==> config.mk <==
export PLATFORM = sky130hd
export DESIGN_NAME = mem_bus_arbiter_flat
export DESIGN_NICKNAME = d
export VERILOG_FILES = /design/src/rtl/mem_bus_arbiter_if.sv /design/src/rtl/mem_bus_arbiter.sv /design/src/flat_wrapper.sv
export SDC_FILE = /design/constraint.sdc
export NUM_CORES = 1
export LEC_CHECK = 0
export ABC_AREA = 1
export CAP_MARGIN = 20
export CORE_ASPECT_RATIO = 0.9
export CORE_MARGIN = 8
export CORE_UTILIZATION = 43
export CTS_CLUSTER_SIZE = 12
export DETAILED_ROUTE_END_ITERATION = 10
export PLACE_DENSITY = 0.86
export SLEW_MARGIN = 20
export SYNTH_ARGS = -nofsm -noshare
export SYNTH_HDL_FRONTEND = slang
export SYNTH_SLANG_ARGS = --single-unit
==> constraint.sdc <==
create_clock -name clk -period 2.2 [get_ports clk]
set_clock_uncertainty 0.05 [all_clocks]
set_input_delay 0.44 -clock clk [delete_from_list [all_inputs] [get_ports clk]]
set_output_delay 0.44 -clock clk [all_outputs]
set_load 0.03 [all_outputs]
==> src/rtl/mem_bus_arbiter_if.sv <==
// CPU-side and memory-bus-side signal bundle for mem_bus_arbiter.
// The arbiter uses the slave view; the CPU/memory environment uses the master view.
interface mem_bus_arbiter_if #(
  parameter int ADDR_W = 32,
  parameter int DATA_W = 32
);
  // CPU instruction-fetch port
  logic              rom_ce;
  logic [ADDR_W-1:0] rom_addr;
  logic [DATA_W-1:0] inst_to_cpu;
  // CPU data-memory port
  logic              mem_re;
  logic              mem_we;
  logic [ADDR_W-1:0] mem_addr;
  logic [3:0]        mem_byte_slct;
  logic [DATA_W-1:0] data_to_write_mem;
  logic [DATA_W-1:0] data_from_mem;
  logic              cpu_stall;
  // Single-port memory bus
  logic              bus_req;
  logic              bus_we;
  logic [ADDR_W-1:0] bus_addr;
  logic [3:0]        bus_be;
  logic [DATA_W-1:0] bus_wdata;
  logic [DATA_W-1:0] bus_rdata;
  logic              bus_ack;
  logic              bus_timeout;

  modport slave (
    input  rom_ce, rom_addr, mem_re, mem_we, mem_addr, mem_byte_slct,
           data_to_write_mem, bus_rdata, bus_ack,
    output inst_to_cpu, data_from_mem, cpu_stall, bus_req, bus_we,
           bus_addr, bus_be, bus_wdata, bus_timeout
  );

  modport master (
    output rom_ce, rom_addr, mem_re, mem_we, mem_addr, mem_byte_slct,
           data_to_write_mem, bus_rdata, bus_ack,
    input  inst_to_cpu, data_from_mem, cpu_stall, bus_req, bus_we,
           bus_addr, bus_be, bus_wdata, bus_timeout
  );
endinterface

==> src/rtl/mem_bus_arbiter.sv <==
// Merges the CPU fetch and data ports onto one req/ack memory bus.
// Data access goes first, then the fetch from the same CPU cycle; the CPU is
// stalled until both have retired. Each wait is bounded by a timeout counter.
module mem_bus_arbiter #(
  parameter int ADDR_W  = 32,
  parameter int DATA_W  = 32,
  parameter int TIMEOUT = 255
) (
  input  logic                clk,
  input  logic                rst,
  mem_bus_arbiter_if.slave    arb
);

  localparam logic [1:0] S_IDLE   = 2'd0;
  localparam logic [1:0] S_D_WAIT = 2'd1;
  localparam logic [1:0] S_I_WAIT = 2'd2;
  localparam logic [1:0] S_DONE   = 2'd3;

  // Last wait cycle index; reaching it without an ack aborts the transaction.
  localparam logic [7:0] TO_LAST = 8'(TIMEOUT - 1);

  logic [1:0]        state_q, state_d;
  logic              pend_i_q, pend_i_d;
  logic              bus_req_q, bus_req_d;
  logic              bus_we_q, bus_we_d;
  logic [ADDR_W-1:0] bus_addr_q, bus_addr_d;
  logic [3:0]        bus_be_q, bus_be_d;
  logic [DATA_W-1:0] bus_wdata_q, bus_wdata_d;
  logic [DATA_W-1:0] inst_q, inst_d;
  logic [DATA_W-1:0] data_q, data_d;
  logic              timeout_q, timeout_d;
  logic [7:0]        cnt_q, cnt_d;

  logic              wait_st;
  logic              expired;
  logic              xfer_done;
  logic [DATA_W-1:0] rdata;

  // The bus is word addressed; byte offset is carried by bus_be.
  function automatic logic [ADDR_W-1:0] word_addr(input logic [ADDR_W-1:0] a);
    return a & ~(ADDR_W'(3));
  endfunction

  // Completion detection: a real ack wins over a simultaneous timeout.
  always_comb begin
    wait_st   = (state_q == S_D_WAIT) || (state_q == S_I_WAIT);
    expired   = wait_st && !arb.bus_ack && (cnt_q == TO_LAST);
    xfer_done = wait_st && (arb.bus_ack || expired);
    rdata     = arb.bus_ack ? arb.bus_rdata : '0;
  end

  // Next-state logic for the sequencer and the registered bus fields.
  always_comb begin
    // NOTE: every _d starts from its _q so no path through the case leaves a
    // signal unassigned, which would otherwise infer a latch.
    state_d     = state_q;
    pend_i_d    = pend_i_q;
    bus_req_d   = bus_req_q;
    bus_we_d    = bus_we_q;
    bus_addr_d  = bus_addr_q;
    bus_be_d    = bus_be_q;
    bus_wdata_d = bus_wdata_q;
    inst_d      = inst_q;
    data_d      = data_q;
    timeout_d   = timeout_q | expired;
    cnt_d       = (wait_st && !xfer_done) ? cnt_q + 8'd1 : cnt_q;

    case (state_q)
      S_IDLE: begin
        pend_i_d = arb.rom_ce;
        if (arb.mem_re || arb.mem_we) begin
          bus_req_d   = 1'b1;
          bus_we_d    = arb.mem_we;
          bus_addr_d  = word_addr(arb.mem_addr);
          bus_be_d    = arb.mem_we ? arb.mem_byte_slct : 4'b1111;
          bus_wdata_d = arb.data_to_write_mem;
          cnt_d       = '0;
          state_d     = S_D_WAIT;
        end else if (arb.rom_ce) begin
          bus_req_d   = 1'b1;
          bus_we_d    = 1'b0;
          bus_addr_d  = word_addr(arb.rom_addr);
          bus_be_d    = 4'b1111;
          cnt_d       = '0;
          state_d     = S_I_WAIT;
        end
      end
      S_D_WAIT: begin
        if (xfer_done) begin
          if (!bus_we_q) data_d = rdata;
          if (pend_i_q) begin
            // Chain straight into the fetch; bus_req stays high.
            bus_we_d   = 1'b0;
            bus_addr_d = word_addr(arb.rom_addr);
            bus_be_d   = 4'b1111;
            cnt_d      = '0;
            state_d    = S_I_WAIT;
          end else begin
            bus_req_d = 1'b0;
            state_d   = S_DONE;
          end
        end
      end
      S_I_WAIT: begin
        if (xfer_done) begin
          inst_d    = rdata;
          bus_req_d = 1'b0;
          state_d   = S_DONE;
        end
      end
      default: state_d = S_IDLE;
    endcase
  end

  // State registers; reset aborts any in-flight request immediately.
  always_ff @(posedge clk or negedge rst) begin
    if (!rst) begin
      state_q     <= S_IDLE;
      pend_i_q    <= 1'b0;
      bus_req_q   <= 1'b0;
      bus_we_q    <= 1'b0;
      bus_addr_q  <= '0;
      bus_be_q    <= '0;
      bus_wdata_q <= '0;
      inst_q      <= '0;
      data_q      <= '0;
      timeout_q   <= 1'b0;
      cnt_q       <= '0;
    end else begin
      // NOTE: non-blocking updates so every register samples pre-edge values.
      state_q     <= state_d;
      pend_i_q    <= pend_i_d;
      bus_req_q   <= bus_req_d;
      bus_we_q    <= bus_we_d;
      bus_addr_q  <= bus_addr_d;
      bus_be_q    <= bus_be_d;
      bus_wdata_q <= bus_wdata_d;
      inst_q      <= inst_d;
      data_q      <= data_d;
      timeout_q   <= timeout_d;
      cnt_q       <= cnt_d;
    end
  end

  // Stall only while a request is outstanding; DONE releases the CPU for one cycle.
  assign arb.cpu_stall = rst && (state_q != S_DONE) &&
                         (arb.rom_ce || arb.mem_re || arb.mem_we);

  assign arb.bus_req       = bus_req_q;
  assign arb.bus_we        = bus_we_q;
  assign arb.bus_addr      = bus_addr_q;
  assign arb.bus_be        = bus_be_q;
  assign arb.bus_wdata     = bus_wdata_q;
  assign arb.bus_timeout   = timeout_q;
  assign arb.inst_to_cpu   = inst_q;
  assign arb.data_from_mem = data_q;

endmodule
==> src/flat_wrapper.sv <==
// flat-port wrapper written by rule: the top's interface ports become plain ports
module mem_bus_arbiter_flat 
#(
  parameter int ADDR_W  = 32,
  parameter int DATA_W  = 32,
  parameter int TIMEOUT = 255
)
  (clk, rst, arb_rom_ce, arb_rom_addr, arb_mem_re, arb_mem_we, arb_mem_addr, arb_mem_byte_slct, arb_data_to_write_mem, arb_bus_rdata, arb_bus_ack, arb_inst_to_cpu, arb_data_from_mem, arb_cpu_stall, arb_bus_req, arb_bus_we, arb_bus_addr, arb_bus_be, arb_bus_wdata, arb_bus_timeout);
  mem_bus_arbiter_if #(.ADDR_W(ADDR_W), .DATA_W(DATA_W)) arb_i ();
  input  logic clk;
  input  logic rst;
  input wire logic [$bits(arb_i.rom_ce)-1:0] arb_rom_ce;
  input wire logic [$bits(arb_i.rom_addr)-1:0] arb_rom_addr;
  input wire logic [$bits(arb_i.mem_re)-1:0] arb_mem_re;
  input wire logic [$bits(arb_i.mem_we)-1:0] arb_mem_we;
  input wire logic [$bits(arb_i.mem_addr)-1:0] arb_mem_addr;
  input wire logic [$bits(arb_i.mem_byte_slct)-1:0] arb_mem_byte_slct;
  input wire logic [$bits(arb_i.data_to_write_mem)-1:0] arb_data_to_write_mem;
  input wire logic [$bits(arb_i.bus_rdata)-1:0] arb_bus_rdata;
  input wire logic [$bits(arb_i.bus_ack)-1:0] arb_bus_ack;
  output wire logic [$bits(arb_i.inst_to_cpu)-1:0] arb_inst_to_cpu;
  output wire logic [$bits(arb_i.data_from_mem)-1:0] arb_data_from_mem;
  output wire logic [$bits(arb_i.cpu_stall)-1:0] arb_cpu_stall;
  output wire logic [$bits(arb_i.bus_req)-1:0] arb_bus_req;
  output wire logic [$bits(arb_i.bus_we)-1:0] arb_bus_we;
  output wire logic [$bits(arb_i.bus_addr)-1:0] arb_bus_addr;
  output wire logic [$bits(arb_i.bus_be)-1:0] arb_bus_be;
  output wire logic [$bits(arb_i.bus_wdata)-1:0] arb_bus_wdata;
  output wire logic [$bits(arb_i.bus_timeout)-1:0] arb_bus_timeout;
  assign arb_i.rom_ce = arb_rom_ce;
  assign arb_i.rom_addr = arb_rom_addr;
  assign arb_i.mem_re = arb_mem_re;
  assign arb_i.mem_we = arb_mem_we;
  assign arb_i.mem_addr = arb_mem_addr;
  assign arb_i.mem_byte_slct = arb_mem_byte_slct;
  assign arb_i.data_to_write_mem = arb_data_to_write_mem;
  assign arb_i.bus_rdata = arb_bus_rdata;
  assign arb_i.bus_ack = arb_bus_ack;
  assign arb_inst_to_cpu = arb_i.inst_to_cpu;
  assign arb_data_from_mem = arb_i.data_from_mem;
  assign arb_cpu_stall = arb_i.cpu_stall;
  assign arb_bus_req = arb_i.bus_req;
  assign arb_bus_we = arb_i.bus_we;
  assign arb_bus_addr = arb_i.bus_addr;
  assign arb_bus_be = arb_i.bus_be;
  assign arb_bus_wdata = arb_i.bus_wdata;
  assign arb_bus_timeout = arb_i.bus_timeout;
  mem_bus_arbiter #(.ADDR_W(ADDR_W), .DATA_W(DATA_W), .TIMEOUT(TIMEOUT)) u_core (.clk(clk), .rst(rst), .arb(arb_i));
endmodule
==> metrics.yaml <==
ys_seq_elements: 144
outcome: "finished clean"
p_clk_frac: 0.181
internal_power_mw: 8.76
grt_max_degree: 145
netlist.area_leader.share: 0.561
viasPerCell: 4.95
clk_latency_ps: 410
antenna_found_initial: 0
core_area_sq_mm: 0.0147
vias: 6131
start_util: 0.438
hpwl_microns: 14200
cts_hold_buf: 0
postRouteAntennaNets: 0
htree_levels: 4
fin_setup_tns_ps: 0
fin_crit_sh: 0.958
drt-pass1-iter-count: 4
crit_buf_inv: 3
setup_violations: 0
dieArea_sq_mm: 0.0191
powerDensity_mw_per_mm2: 1590
root_buffer: "clkbuf_16"
io_buffers: 267
cpLargestDelayFamily: "buffers and inverters"
ys_seq_area_frac: 0.561
power_frac_comb: 0.537
gp_congestion: 0.806
grt_overflow: 0
synth_top_area_cell: "dfrtp_1"
final_area_sq_mm: 0.00989
synth_area_per_cell_sq_um: 8.36
min_period_ps: 2110
p_seq_frac: 0.283
crit_slowest_cell: "clkdlybuf4s50_1"
drv_slew: 0
place_area_sq_mm: 0.00930
max_slew_margin: 0.459
track_usage: 0.212
cts_buffers: 17
grt_pass1_vias: 6094
fillers: 1149
startpoint_type: "input pin"
ys_warn_count: 0
synth.distinct_cells: 28
antenna_cells: 0
die_x_microns: 145
vdd_drop_max_uv: 933
p_leak_nw: 4.75
critPathMaxStageDelay_ps: 530
synth_area_leaders: "dfrtp_1, nand2_1, o21ai_1, nand4_1, nand3_1"
rsz0062_at_grt: "false"
hold_viol: 0
switchingPower_mw: 6.99
worst-path-max-fanout: 4
syn_inst: 769
drt-total-wl_microns: 19900
num_rows: 42
path_cells: "clkdlybuf4s50_1 > nor2_2 > inv_1 > o21ai_0 > nor2_1 > buf_12"
drt_iter0_markers: 276
max_clock_freq_mhz: 475
hold-worst-slack_ps: 82.7
area_growth_pct: 53.9
final_util: 0.675
grt_pass1_wl_microns: 31800
cap_violations: 0
drc_errors: 0
drive_gt1_frac: 0.0712
avgRoutedWirePerCell_microns: 16.1
cts_sinks: 144
synthesis.area_sq_mm: 0.00643
tightest_slew_ps: 811
worstHoldPathType: "in2async"
end_kind: "output port"
die_y_microns: 132
io_pins: 274
arrival_ps: 1620
cts_tree: "built"
cts.clk_slew.worst_paths_ps: 60
cp.required_ps: 1710
p_sw_frac: 0.444
cts_buffer_depth: 2
fin_nets: 1171
path_class: "in2out"
-- timing repair --
action                                 4_1_cts  5_1_grt
resized for setup                            0        2
endpoints found under the hold margin        0        0
setup endpoints to repair                    0       36
setup buffers                                0        0
-- logic make-up (layout without fill, tap and decap cells) --
group,count (synthesis),after routing,synth area share
compound gates,75,75,0.0606
xor+xnor,1,1,0.00136
fa+ha+maj,6,6,0.0117
buf+inv,78,348,0.0633
flops,144,144,0.561
other cells,1,2,0.000584
simple gates,464,464,0.302
-- through the flow --
| step | setup slack [ps] | total power, mW | instances |
|---|---|---|---|
| 2_1_floorplan | 334 | 9.50 | 770 |
| 3_3_place_gp | 25.6 | 12.7 | 1206 |
| 3_5_place_dp | 23.9 | 12.9 | 1206 |
| 4_1_cts | 84.7 | 15.9 | 1238 |
| 5_1_grt | 9.75 | 16.8 | 1238 |
| 6_report | 92.7 | 15.7 | 1238 |
-- state kept, by name, summed over array words and instances, names as in the netlist, 2 cells and up --
name,flops
u_core.arb.bus_wdata,32
u_core.arb.data_from_mem,32
u_core.arb.inst_to_cpu,32
u_core.arb.bus_addr,30
u_core.cnt_q,8
u_core.arb.bus_be,4
u_core.state_q,2
-- worst paths after layout --
path | start | to | slack [ps] | depth (start not counted)
setup / recovery | arb_mem_we | arb_cpu_stall | 90 | 6
hold / removal | rst | u_core.arb.bus_be[1] | 80 | 2
setup reg to reg | u_core.state_q[0] | u_core.arb.inst_to_cpu[29] | 220 | 12
hold reg to reg | u_core.arb.bus_wdata[28] | u_core.arb.bus_wdata[28] | 420 | 2
max in group asynchronous | rst | u_core.arb.bus_addr[24] | 1370 | 2
min in group clk | u_core.arb.bus_wdata[28] | u_core.arb.bus_wdata[28] | 420 | 2
-- metal layers --
metal / track usage / vias to the layer above / part of all wire
li1: - / 2988 / -
met1: 0.247 / 2860 / 0.39
met2: 0.348 / 262 / 0.48
met3: 0.0887 / 21 / 0.12
met4: 0.0630 / 0 / 0.010
met5: 0 / - / 0
-- synth_stat cells (all sizes together) --
cell type,count
nand2,362
dfrtp,144
o21ai,72
nand3,45
nand4,37
buf,33
inv,30
nor2,17
clkbuf,15
ha,6
a21oi,2
conb,1
nor3,1
nor4,1
o31ai,1
or2,1
xor2,1
-- power by group through the flow --
stage	combinational (mW)	clock (mW)	sequential (mW)
after detailed placement	8.47	0	4.46
after global placement	8.31	0	4.42
after CTS	8.51	2.91	4.45
after floorplan	2.98	0	6.52
final	8.45	2.85	4.45
after global routing	9.14	3.02	4.60
-- cell usage in the layout (no fill, tap or decap), types with 2 or more instances in the layout --
cell / n
buf_4: 11
clkbuf_16: 17
nand2_1: 358
dfrtp_1: 144
clkinvlp_4: 2
clkinv_4: 2
nor2_2: 2
o21ai_0: 8
bufinv_16: 2
buf_12: 8
o21ai_2: 2
buf_6: 2
ha_1: 6
nor2_1: 15
o21ai_1: 62
inv_1: 21
nand3_1: 43
conb_1: 2
inv_6: 4
nand2_4: 3
clkdlybuf4s50_1: 265
nand4_1: 37
inv_2: 9
clkinv_2: 4
-- layout make-up --
| cell class | count | area (sq um) | share of cell area |
|---|---|---|---|
| flip-flops and latches | 144 | 3600 | 0.364 |
| clock inverters | 15 | 159 | 0.0161 |
| multi-input cells | 548 | 2420 | 0.245 |
| inverters | 30 | 113 | 0.0114 |
| repair buffers | 286 | 2920 | 0.295 |
| well taps | 198 | 248 | 0.0250 |
| clock buffers | 17 | 425 | 0.0430 |
(Power assumes the default switching activity.)
